[src/rtl/bram_rmw_adapter.sv]
// rtl/bram_rmw_adapter.sv - core req/gnt/rvalid port to single-port BRAM, read-modify-write for byte-enabled stores
module bram_rmw_adapter #(
  parameter  int DATA_WIDTH = 32,
  parameter  int RAM_DEPTH  = 1024,
  parameter  int ADDR_WIDTH = 32,
  localparam int NB         = DATA_WIDTH / 8,
  localparam int BW         = $clog2(RAM_DEPTH - 1),
  localparam int OFF        = $clog2(NB)
) (
  input  logic                  clk_i,
  input  logic                  rst_ni,
  input  logic                  req_i,
  output logic                  gnt_o,
  input  logic [ADDR_WIDTH-1:0] addr_i,
  input  logic                  we_i,
  input  logic [NB-1:0]         be_i,
  input  logic [DATA_WIDTH-1:0] wdata_i,
  output logic                  rvalid_o,
  output logic [DATA_WIDTH-1:0] rdata_o,
  output logic                  bram_en_o,
  output logic                  bram_we_o,
  output logic [BW-1:0]         bram_addr_o,
  output logic [DATA_WIDTH-1:0] bram_din_o,
  input  logic [DATA_WIDTH-1:0] bram_dout_i
);

  typedef enum logic [0:0] {IDLE, MERGE} state_e;

  state_e                state_q, state_d;
  logic                  rvalid_q, rvalid_d;
  logic                  resp_is_read_q, resp_is_read_d;
  logic [BW-1:0]         cap_addr_q, cap_addr_d;
  logic [NB-1:0]         cap_be_q, cap_be_d;
  logic [DATA_WIDTH-1:0] cap_wdata_q, cap_wdata_d;

  logic [BW-1:0] word_idx;
  logic          unused_addr;

  // Upper address bits wrap silently and byte-offset bits carry no meaning.
  assign word_idx    = addr_i[OFF +: BW];
  assign unused_addr = ^addr_i;

  always_ff @(posedge clk_i or negedge rst_ni) begin
    if (!rst_ni) begin
      state_q        <= IDLE;
      rvalid_q       <= 1'b0;
      resp_is_read_q <= 1'b0;
      cap_addr_q     <= '0;
      cap_be_q       <= '0;
      cap_wdata_q    <= '0;
    end else begin
      state_q        <= state_d;
      rvalid_q       <= rvalid_d;
      resp_is_read_q <= resp_is_read_d;
      cap_addr_q     <= cap_addr_d;
      cap_be_q       <= cap_be_d;
      cap_wdata_q    <= cap_wdata_d;
    end
  end

  always_comb begin
    state_d        = state_q;
    rvalid_d       = 1'b0;
    resp_is_read_d = 1'b0;
    cap_addr_d     = cap_addr_q;
    cap_be_d       = cap_be_q;
    cap_wdata_d    = cap_wdata_q;
    gnt_o          = 1'b0;
    bram_en_o      = 1'b0;
    bram_we_o      = 1'b0;
    bram_addr_o    = '0;
    bram_din_o     = '0;

    unique case (state_q)
      IDLE: begin
        gnt_o = req_i;
        if (req_i) begin
          rvalid_d       = 1'b1;
          resp_is_read_d = !we_i;
          if (!we_i) begin
            bram_en_o   = 1'b1;
            bram_addr_o = word_idx;
          end else if (&be_i) begin
            bram_en_o   = 1'b1;
            bram_we_o   = 1'b1;
            bram_addr_o = word_idx;
            bram_din_o  = wdata_i;
          end else if (|be_i) begin
            // Fetch the old word now; the merge happens next cycle when douta is valid.
            bram_en_o   = 1'b1;
            bram_addr_o = word_idx;
            rvalid_d    = 1'b0;
            cap_addr_d  = word_idx;
            cap_be_d    = be_i;
            cap_wdata_d = wdata_i;
            state_d     = MERGE;
          end
        end
      end
      MERGE: begin
        bram_en_o   = 1'b1;
        bram_we_o   = 1'b1;
        bram_addr_o = cap_addr_q;
        for (int b = 0; b < NB; b++) begin
          bram_din_o[b*8 +: 8] = cap_be_q[b] ? cap_wdata_q[b*8 +: 8] : bram_dout_i[b*8 +: 8];
        end
        rvalid_d = 1'b1;
        state_d  = IDLE;
      end
      default: state_d = IDLE;
    endcase
  end

  assign rvalid_o = rvalid_q;
  assign rdata_o  = (rvalid_q && resp_is_read_q) ? bram_dout_i : '0;

endmodule

[config.mk]
export PLATFORM = sky130hd
export DESIGN_NAME = bram_rmw_adapter
export DESIGN_NICKNAME = d
export VERILOG_FILES = /design/src/rtl/bram_rmw_adapter.sv
export SDC_FILE = /design/constraint.sdc
export NUM_CORES = 1
export LEC_CHECK = 0
export ABC_AREA = 1
export CAP_MARGIN = 20
export CORE_MARGIN = 8
export CORE_UTILIZATION = 42
export CTS_CLUSTER_DIAMETER = 50
export DETAILED_ROUTE_END_ITERATION = 10
export GPL_TIMING_DRIVEN = 0
export PLACE_DENSITY = 0.93
export SYNTH_ARGS = -nofsm -noshare
export SYNTH_HDL_FRONTEND = slang
export SYNTH_SLANG_ARGS = --single-unit
export TNS_END_PERCENT = 20
[constraint.sdc]
create_clock -name clk_i -period 2.1 [get_ports clk_i]
set_input_delay 0.21 -clock clk_i [delete_from_list [all_inputs] [get_ports clk_i]]
set_output_delay 0.21 -clock clk_i [all_outputs]
set_load 0.03 [all_outputs]
=== After elaboration in Yosys (flattened, before gate mapping) ===
Cells that the tools add are included.

* Shift-type cells: 0
* Add/sub/neg operators: 0
* Divide/modulo/power cells: 0
* Bitwise logic cells: 2
* Multiplexer cells: 35
* Eq/ne operators: 0
* Multiply operators: 0
* Reductions and logical operators: 5
* $lt $le $gt $ge: 0

{| class="wikitable"
|+ Operator list
! operator !! count
|-
| $mux W32 || 4
|-
| $pmux W32 S2 || 1
|-
| $mux W10 || 4
|-
| $mux W8 || 4
|-
| $pmux W10 S2 || 1
|-
| $mux W1 || 17
|-
| $pmux W1 S2 || 4
|-
| $reduce_and A5 Y1 || 1
|-
| $reduce_and A4 Y1 || 1
|-
| $reduce_or A4 Y1 || 1
|-
| $not A1 Y1 || 2
|-
| $logic_and A1 B1 Y1 || 1
|-
| $logic_not A1 Y1 || 1
|}

* Output and inout port bits: 78
* Bits in writable memories: 0
* Memories kept: 0
* Bits of input ports: 104
* Register bits after elaboration: 49
* Word-level logic and storage cells: 48
* ROM bits: 0
* Bits in latches: 0

=== Depth between registers and ports, before layout ===
Gate-level depths: netlist (run 1).

* Depth in word-level cells: 6
* Mapped depth: 8
* Mapped depth without buffers: 7

=== Least setup slack after synthesis (run 1) ===
No wires, ideal clock.

* Kind: register to output
* Start: register rvalid_q (netlist: rvalid_o)
* End: output rdata_o[10]
* Buffers on the path: 1
* Arrival: 1281 ps
* Slack: 609 ps
* Required time: 1890 ps
* Stages on the path, launching flop included: 4
* Path through: dfrtp_1 > nand2_1 > clkbuf_1 > nor2_1

* Longest elaborated chain between the ends: 2

{| class="wikitable"
|+ Ends and longest elaborated chain
! element !! line !! RTL
|-
| start, declared || 30 || <nowiki>logic rvalid_q, rvalid_d;</nowiki>
|-
| start signal, assigned || 53 || <nowiki>rvalid_q <= rvalid_d;</nowiki>
|-
| $logic_and A1 B1 Y1 || 115 || <nowiki>assign rdata_o = (rvalid_q && resp_is_read_q) ? bram_dout_i : '0;</nowiki>
|-
| $mux W32 || 115 ||
|-
| end, declared || 19 || <nowiki>output logic [DATA_WIDTH-1:0] rdata_o,</nowiki>
|}

Every way passes these cells.

=== Worst setup path in the final report (run 1) ===
* Start: register state_q
* End: output bram_din_o[16]

* Longest elaborated chain between the ends: 2

{| class="wikitable"
|+ Ends and longest elaborated chain
! element !! line !! RTL
|-
| start, declared || 29 || <nowiki>state_e state_q, state_d;</nowiki>
|-
| start signal, assigned || 52 || <nowiki>state_q <= state_d;</nowiki>
|-
| $not A1 Y1 (no line) || - ||
|-
| $pmux W32 S2 (*) || 74 || <nowiki>unique case (state_q)</nowiki>
|-
| end, declared || 23 || <nowiki>output logic [DATA_WIDTH-1:0] bram_din_o,</nowiki>
|}

Every way passes the cells marked *; elsewhere a longest branch is shown, timed or not.

==> results.json, run 1 <==
{
  "num_io_pins": 182,
  "placeableCoreArea_mm2": 0.00725,
  "busiest_layer": "met2",
  "via_count": 3822,
  "std_cell_rows": 31,
  "grtUsageTotal_pct": 22.0,
  "drive_gt1_share_pct": 13.2,
  "use_met2_pct": 39.4,
  "yosysUniqueCellTypes": 19,
  "n_fill_cell": 659,
  "cts_buffers": 5,
  "clock_sinks": 49,
  "critPathMaxStageDelay_ps": 430,
  "critPathMaxFanout": 6,
  "finalNetCount": 755,
  "slew_headroom_pct": 61.2,
  "drv_cap": 0,
  "status": "finished clean",
  "hold_viol_final": 0,
  "clock_skew_ps": 8.10,
  "ys_ff_latch": 49,
  "finalWirelength_um": 11600,
  "clock_path_buffers": 2,
  "grt_first_pass_wirelength_um": 18800,
  "wl_per_cell_um": 15.5,
  "htreeDepth": 2,
  "diodes": 0,
  "dieArea_mm2": 0.0105,
  "met3_usage_pct": 5.79,
  "whs_ps": 443,
  "antenna_found_initial": 0,
  "power_mw": 2.83,
  "setup_viol": 0,
  "die_w_um": 102,
  "timing.final.ws_setup_ps": 51.7,
  "tightest_slew_ps": 581,
  "area_growth_pct": 56.7,
  "critPathCaptureType": "primary output",
  "rsz0062_at_grt": "yes",
  "drtIter0Drc": 197,
  "crit_path_top_delay_cell": "dfrtp_1",
  "gr-usage-met1_pct": 25.9,
  "async_reset_ff_share_pct": 100,
  "vdd.ir_drop.worst_v": 0.000383,
  "crit_chain": "clkinv_4 -> nand2_2 -> nor2_4 -> inv_2 -> nor2_4 -> buf_4 -> buf_2 -> nand2_1 -> nand2_1 -> buf_4",
  "clk_pin_slew_ps": 100,
  "period_share_pct": 97.5,
  "synthTopCellsByArea": "dfrtp_1 (39%), nand2_1 (22%), nand4_1 (9.2%), a21oi_1 (5.1%), o21ai_0 (5.1%)",
  "place_ws_ps": -360,
  "detail_route.vias_per_cell": 5.09,
  "synth_edf_count": 0,
  "layout_min_cycle_time_ps": 2050,
  "rrSetupSlack_ps": 700,
  "grt_pass1_vias": 3940,
  "yosysWarnings": 0,
  "synthCells": 476,
  "initial_core_util_pct": 43.2,
  "crit_buf_inv": 5,
  "ys_seq_area_share_pct": 39.1,
  "syn-cell-area_mm2": 0.00314,
  "start_kind": "register",
  "gp_congestion": 0.835,
  "port_buffers": 159,
  "reg2reg_depth": 7,
  "grt_max_degree": 27,
  "drc": 0,
  "grt-ovfl-total": 0,
  "synth_most_common_cell": "nand2_1",
  "worstSetupPathType": "reg2out",
  "drtPass1Iterations": 5,
  "reg2reg_from": "state_q",
  "synthTopCellsByCount": "nand2_1 (185), dfrtp_1 (49), nand4_1 (46)",
  "tritoncts": "built",
  "crit_family": "buffers and inverters",
  "syn_avg_cell_area_um2": 6.59,
  "slew_violations": 0,
  "netlist.area_leader.share_pct": 39.1,
  "hpwl_um": 8960,
  "die_y_um": 102,
  "critPathArrivalTime_ps": 1840,
  "p_leak_nw": 2.82,
  "synth_top_cell_by_area": "dfrtp_1",
  "syn-num-nets": 580,
  "drtAntennaViolNets": 0,
  "hold_class": "in2async",
  "cts_root_buffer": "clkbuf_8",
  "crit_required_ps": 1890,
  "synth-main-ff-cell": "dfrtp_1",
  "r2r_end": "cap_be_q[2]",
  "clk_latency_ps": 300,
  "p_per_area_mw_per_mm2": 575,
  "max_freq_ghz": 0.488
}
==> layout make-up <==
cell class	instances	area [µm²]	area share (%)
multi-input cells	348	1540	31.4
repair buffers	168	1510	30.8
flip-flops and latches	49	1230	24.9
plain buffers	36	228	4.63
inverters	43	166	3.39
well taps	99	124	2.52
clock buffers	5	68.8	1.40
clock inverters	3	46.3	0.942
==> how the worst max path moves through the flow <==
stage | from | to | slack, ps | depth (start not counted)
after detailed placement | req_i | bram_din_o[24] | -360 | 9
after CTS | state_q | bram_addr_o[0] | -200 | 7
after global routing | state_q | bram_din_o[26] | -120 | 9
final | state_q | bram_din_o[16] | 50 | 10
after global placement | rst_ni | cap_addr_q[3] | -560 | 1
after floorplan | rvalid_o | rdata_o[10] | 610 | 3
==> state kept, by name, summed over array words and instances (netlist names) <==
name and cells:
cap_wdata_q 32, resp_is_read_q 1, cap_addr_q 10, cap_be_q 4, rvalid_o 1, state_q 1
==> routing by layer <==
| metal | share of wire, % | vias to the layer above |
|---|---|---|
| met4 | 0.95 | 0 |
| li1 | - | 1879 |
| met1 | 41 | 1778 |
| met5 | 0 | - |
| met3 | 7.6 | 13 |
| met2 | 51 | 152 |
==> kinds of logic after synthesis <==
kind of cell | synth area share, %
buffers and inverters | 11.7
AO/OA/AOI/OAI | 10.4
flip-flops | 39.1
AND/OR/NAND/NOR | 38.9
==> cells in the final DEF (no fill, tap or decap) <==
master,Yosys,routed
dlygate4sd3_1,0,1
buf_1,1,1
o21ai_1,1,1
buf_12,0,1
clkbuf_8,0,5
dlygate4sd2_1,0,39
clkdlybuf4s50_1,0,83
nand2_1,185,185
nand4_1,46,46
dlymetal6s2s_1,0,3
buf_4,10,17
buf_6,3,12
dfrtp_1,49,49
nand2_2,2,2
o21ai_0,32,32
nand3_2,1,1
clkinv_4,0,2
clkinvlp_4,0,1
inv_2,2,2
nor2_1,35,35
a21oi_1,32,32
bufinv_16,0,1
nor2_4,2,2
inv_1,40,40
clkbuf_2,0,10
buf_2,7,29
clkbuf_1,15,7
clkdlybuf4s15_2,0,1
nand3_1,12,12
==> metrics by stage <==
stage	setup TNS (ps)	std cells	utilization [%]	area, µm²
5_1_grt	-582	751	67.8	4910
4_1_cts	-320	744	67.2	4870
3_3_place_gp	-38900	734	66.9	4850
6_report	0	751	67.8	4910
3_5_place_dp	-13090	735	67.1	4870
2_1_floorplan	0	476	-	3140
==> power breakdown <==
group	total, mW	switching [mW]	leakage [nW]	internal [mW]
combinational	0.955	0.574	2.15	0.381
clock	0.686	0.329	0.0543	0.357
sequential	1.19	0.0841	0.610	1.10
==> timing repair <==
| action | CTS | global route |
|---|---|---|
| hold buffers | 1 | 0 |
| cloned | 0 | 1 |
| endpoints found under the hold margin | 23 | 0 |
| endpoints found under the setup margin | 75 | 44 |
| setup buffers | 0 | 6 |
| resized for setup | 185 | 50 |
Power figures use the tool's default switching activity.
==> inputs of run 2 (changes only) <==
GPL_ROUTABILITY_DRIVEN = 0   (was default)
PLACE_DENSITY = 0.95   (was 0.93)
SETUP_SLACK_MARGIN = 0.4   (was default)
==> results.json, run 2 (same netlist as run 1, synthesis figures left out) <==
{
  "vdd.ir_drop.worst_v": 0.000321,
  "std_cell_rows": 31,
  "clk_latency_ps": 320,
  "worstSetupPathType": "in2out",
  "num_io_pins": 182,
  "via_count": 4002,
  "detail_route.vias_per_cell": 5.29,
  "n_fill_cell": 557,
  "clock_sinks": 49,
  "largest_reg_flops": 32,
  "cts_root_buffer": "clkbuf_8",
  "slew_violations": 0,
  "reg_top3": "cap_wdata_q: 32 flops, cap_addr_q: 10 flops, cap_be_q: 4 flops",
  "dieArea_mm2": 0.0105,
  "drive_gt1_share_pct": 19.5,
  "drtAntennaViolNets": 0,
  "whs_ps": 242,
  "initial_core_util_pct": 43.2,
  "p_clk_share_pct": 21.2,
  "rsz0062_at_grt": "yes",
  "layout_min_cycle_time_ps": 1940,
  "tightest_slew_ps": 573,
  "fin_setup_tns_ps": 0,
  "p_sw_mw": 1.05,
  "hold_class": "in2reg",
  "diodes": 0,
  "drv_cap": 0,
  "swShare_pct": 37.1,
  "port_buffers": 159,
  "wl_per_cell_um": 16.5,
  "htreeDepth": 2,
  "hpwl_um": 9090,
  "die_w_um": 102,
  "status": "finished clean",
  "critPathArrivalTime_ps": 1730,
  "slew_headroom_pct": 61.8,
  "power_mw": 2.83,
  "grt_pass1_vias": 4021,
  "p_leak_nw": 2.93,
  "grt-ovfl-total": 0,
  "clock_skew_ps": 13.7,
  "final_cells": 756,
  "drtIter0Drc": 196,
  "critPathMaxFanout": 5,
  "p_int_mw": 1.78,
  "finalNetCount": 760,
  "clock_path_buffers": 2,
  "finalWirelength_um": 12500,
  "seq_power_share_pct": 42.1,
  "p_per_area_mw_per_mm2": 541,
  "layout_common_cells": "nand2_1 (163), clkdlybuf4s50_1 (77), dfrtp_1 (49)",
  "grtUsageTotal_pct": 23.0,
  "period_share_pct": 92.2,
  "timing.final.ws_setup_ps": 165,
  "p_comb_share_pct": 36.7,
  "start_kind": "input port",
  "grt_first_pass_wirelength_um": 19300,
  "dp_cells": 735,
  "cts_buffers": 5,
  "largest-register": "cap_wdata_q",
  "hold_viol_final": 0,
  "max_freq_ghz": 0.517,
  "placeableCoreArea_mm2": 0.00725,
  "tritoncts": "built",
  "clk_pin_slew_ps": 100,
  "drtPass1Iterations": 4,
  "grt_max_degree": 27,
  "place_ws_ps": -349,
  "drc": 0,
  "setup_viol": 0,
  "layout_commonest_cell": "nand2_1",
  "area_growth_pct": 66.9,
  "crit_required_ps": 1890,
  "critPathCaptureType": "primary output",
  "antenna_found_initial": 0,
  "die_y_um": 102
}
[run 2: stage by stage]
stage | util [%] | instance area, µm²
floorplan | - | 3140
global placement | 66.9 | 4850
detailed placement | 67.1 | 4870
CTS | 70.2 | 5090
global route | 72.2 | 5230
finish | 72.2 | 5230
[run 2: repair_timing]
action,in CTS,in global routing
hold endpoints to repair,23,0
pin swaps,2,2
hold buffers,1,0
setup endpoints to repair,77,77
setup buffers,6,2
gates resized for setup,311,67
gates cloned,3,1
[run 2: power by group through the flow]
stage	Clock [mW]	Sequential, mW	Combinational (mW)
2_1_floorplan	0	1.18	0.535
3_3_place_gp	0	1.20	0.964
3_5_place_dp	0	1.20	1.00
4_1_cts	0.602	1.19	1.01
5_1_grt	0.645	1.21	1.13
6_report	0.601	1.19	1.04
[run 2: worst paths after layout]
| check | from | slack, ps | cells after the start | endpoint |
|---|---|---|---|---|
| worst min-delay path | be_i[2] | 240 | 3 | cap_be_q[2] |
| worst min register to register | cap_wdata_q[8] | 480 | 2 | cap_wdata_q[8] |
| min in group asynchronous | rst_ni | 430 | 2 | cap_wdata_q[31] |
| max in group asynchronous | rst_ni | 1130 | 3 | cap_be_q[1] |
| worst max register to register | state_q | 630 | 8 | cap_wdata_q[12] |
| worst max-delay path | req_i | 160 | 10 | bram_din_o[11] |
[run 2: critical path, cell delays in order]
cell and delay (ps):
clkdlybuf4s50_1 600, nand2_4 100, nor2_4 110, inv_2 50
nor2_4 120, buf_12 140, buf_8 120, nand2_1 60
nand2_1 70, buf_6 130
[run 2: layout make-up]
| cell class | instances | area (µm²) | share of cell area (%) |
|---|---|---|---|
| clock inverter | 3 | 25.0 | 0.478 |
| tap | 99 | 124 | 2.37 |
| inverter | 43 | 166 | 3.18 |
| timing repair buffer | 173 | 1730 | 33.1 |
| buffer | 36 | 262 | 5.00 |
| clock buffer | 5 | 68.8 | 1.31 |
| sequential | 49 | 1230 | 23.4 |
| multi-input combinational | 348 | 1630 | 31.2 |
[run 2: metal layers]
layer	GRT usage, %	routed length [µm]	vias to the layer above
met5	0	0	-
met4	6.43	171	0
met3	4.84	816	18
met2	42.2	6630	165
met1	26.1	4840	1923
li1	-	-	1896
==> inputs of run 3 (changes only) <==
RECOVER_POWER = 50   (was default)
==> results.json, run 3 (same netlist as run 1, synthesis figures left out) <==
{
  "status": "finished clean",
  "clock_path_buffers": 2,
  "placeableCoreArea_mm2": 0.00725,
  "slew_headroom_pct": 8.64,
  "power_mw": 2.83,
  "max_freq_ghz": 0.516,
  "grtUsageTotal_pct": 23.0,
  "drive_gt1_share_pct": 19.0,
  "finalNetCount": 760,
  "drv_cap": 0,
  "antenna_found_initial": 0,
  "timing.final.ws_setup_ps": 163,
  "largest_reg_flops": 32,
  "p_leak_nw": 2.92,
  "reg2reg_depth": 9,
  "die_w_um": 102,
  "drc": 0,
  "layout_common_cells": "nand2_1 (163), clkdlybuf4s50_1 (77), dfrtp_1 (49)",
  "clk_pin_slew_ps": 100,
  "std_cell_rows": 31,
  "via_count": 4003,
  "wl_per_cell_um": 16.5,
  "critPathCaptureType": "primary output",
  "cp-startpoint": "req_i",
  "layout_commonest_cell": "nand2_1",
  "place_ws_ps": -349,
  "grt_max_degree": 27,
  "clock_sinks": 49,
  "largest-register": "cap_wdata_q",
  "drtIter0Drc": 189,
  "layout_min_cycle_time_ps": 1940,
  "grt-ovfl-total": 0,
  "finalWirelength_um": 12400,
  "design_area_mm2": 0.00522,
  "hpwl_um": 9090,
  "reg_top3": "cap_wdata_q: 32 flops, cap_addr_q: 10 flops, cap_be_q: 4 flops",
  "placed_cell_area_mm2": 0.00487,
  "vdd.ir_drop.worst_v": 0.000323,
  "slew_violations": 0,
  "port_buffers": 159,
  "rrSetupSlack_ps": 260,
  "dieArea_mm2": 0.0105,
  "detail_route.vias_per_cell": 5.29,
  "r2r_end": "cap_be_q[1]",
  "grt_pass1_vias": 4021,
  "post-route-util_pct": 71.9,
  "grt_first_pass_wirelength_um": 19300,
  "htreeDepth": 2,
  "clk_latency_ps": 320,
  "hold_class": "in2reg",
  "dp_cells": 735,
  "n_fill_cell": 559,
  "critical_path.endpoint": "bram_din_o[11]",
  "tritoncts": "built",
  "num_io_pins": 182,
  "hold_viol_final": 0,
  "area_growth_pct": 66.3,
  "die_y_um": 102,
  "p_per_area_mw_per_mm2": 542,
  "drtPass1Iterations": 4,
  "final_cells": 756,
  "tightest_slew_ps": 1370,
  "critPathArrivalTime_ps": 1730,
  "cts_buffers": 5,
  "fin_setup_tns_ps": 0,
  "worstSetupPathType": "in2out",
  "crit_required_ps": 1890,
  "start_kind": "input port",
  "min_from": "be_i[2]",
  "cts_root_buffer": "clkbuf_8",
  "rsz0062_at_grt": "yes",
  "diodes": 0,
  "clock_skew_ps": 18.1,
  "setup_viol": 0,
  "drtAntennaViolNets": 0,
  "whs_ps": 241,
  "critPathMaxFanout": 5,
  "initial_core_util_pct": 43.2,
  "reg2reg_from": "state_q",
  "period_share_pct": 92.2
}
run 3: changes by cell type in the layout (fill, tap and decap cells not counted):
cell      before  now
nand3_2        1    0
nand3_1       12   13
clkbuf_4       1    2
buf_4         22   20
buf_6         36   35
buf_2          8    7
clkbuf_1       3    5
clkbuf_2       9   10
run 3: report_power, final:
part           internal (mW)  switching, mW
clock network          0.244          0.354
logic                  0.434          0.603
registers               1.10         0.0896
total                   1.78           1.05
run 3: per-layer routing:
metal | vias up | global-route usage [%] | part of all wire (%) | wire (µm)
met5 | - | 0 | 0 | 0
met4 | 0 | 6.43 | 1.3 | 161
met3 | 17 | 4.84 | 6.9 | 857
met2 | 167 | 42.2 | 53 | 6650
met1 | 1923 | 26.1 | 38 | 4780
li1 | 1896 | - | - | -
run 3: worst min-delay path by stage:
stage                           end  slack, ps  cells past startpoint
global placement     cap_wdata_q[6]        450                      2
floorplan             cap_addr_q[0]        -90                      0
detailed placement  cap_wdata_q[13]        240                      1
global route            cap_be_q[3]        240                      3
CTS                   cap_addr_q[7]        450                      2
finish                  cap_be_q[2]        240                      3
run 3: cell type report:
cell class	instances	area [µm²]	share of cell area (%)
clock buffer	5	68.8	1.32
sequential	49	1230	23.5
timing repair buffer	173	1730	33.1
tap	99	124	2.37
inverter	43	166	3.19
buffer	36	251	4.82
multi-input combinational	348	1630	31.2
clock inverter	3	25.0	0.480
run 3: what timing repair did:
action	CTS	global route
resized for setup	311	67
endpoints found under the hold margin	23	0
buffers inserted	6	2
setup endpoints to repair	77	77
gates cloned	3	1
hold buffers	1	0
pin swaps	2	2
run 3: worst max-delay path: stages:
cell and delay [ps]:
clkdlybuf4s50_1 600, nand2_4 100, nor2_4 110, inv_2 50, nor2_4 120, buf_12 140, buf_8 120, nand2_1 60
nand2_1 70, buf_6 130
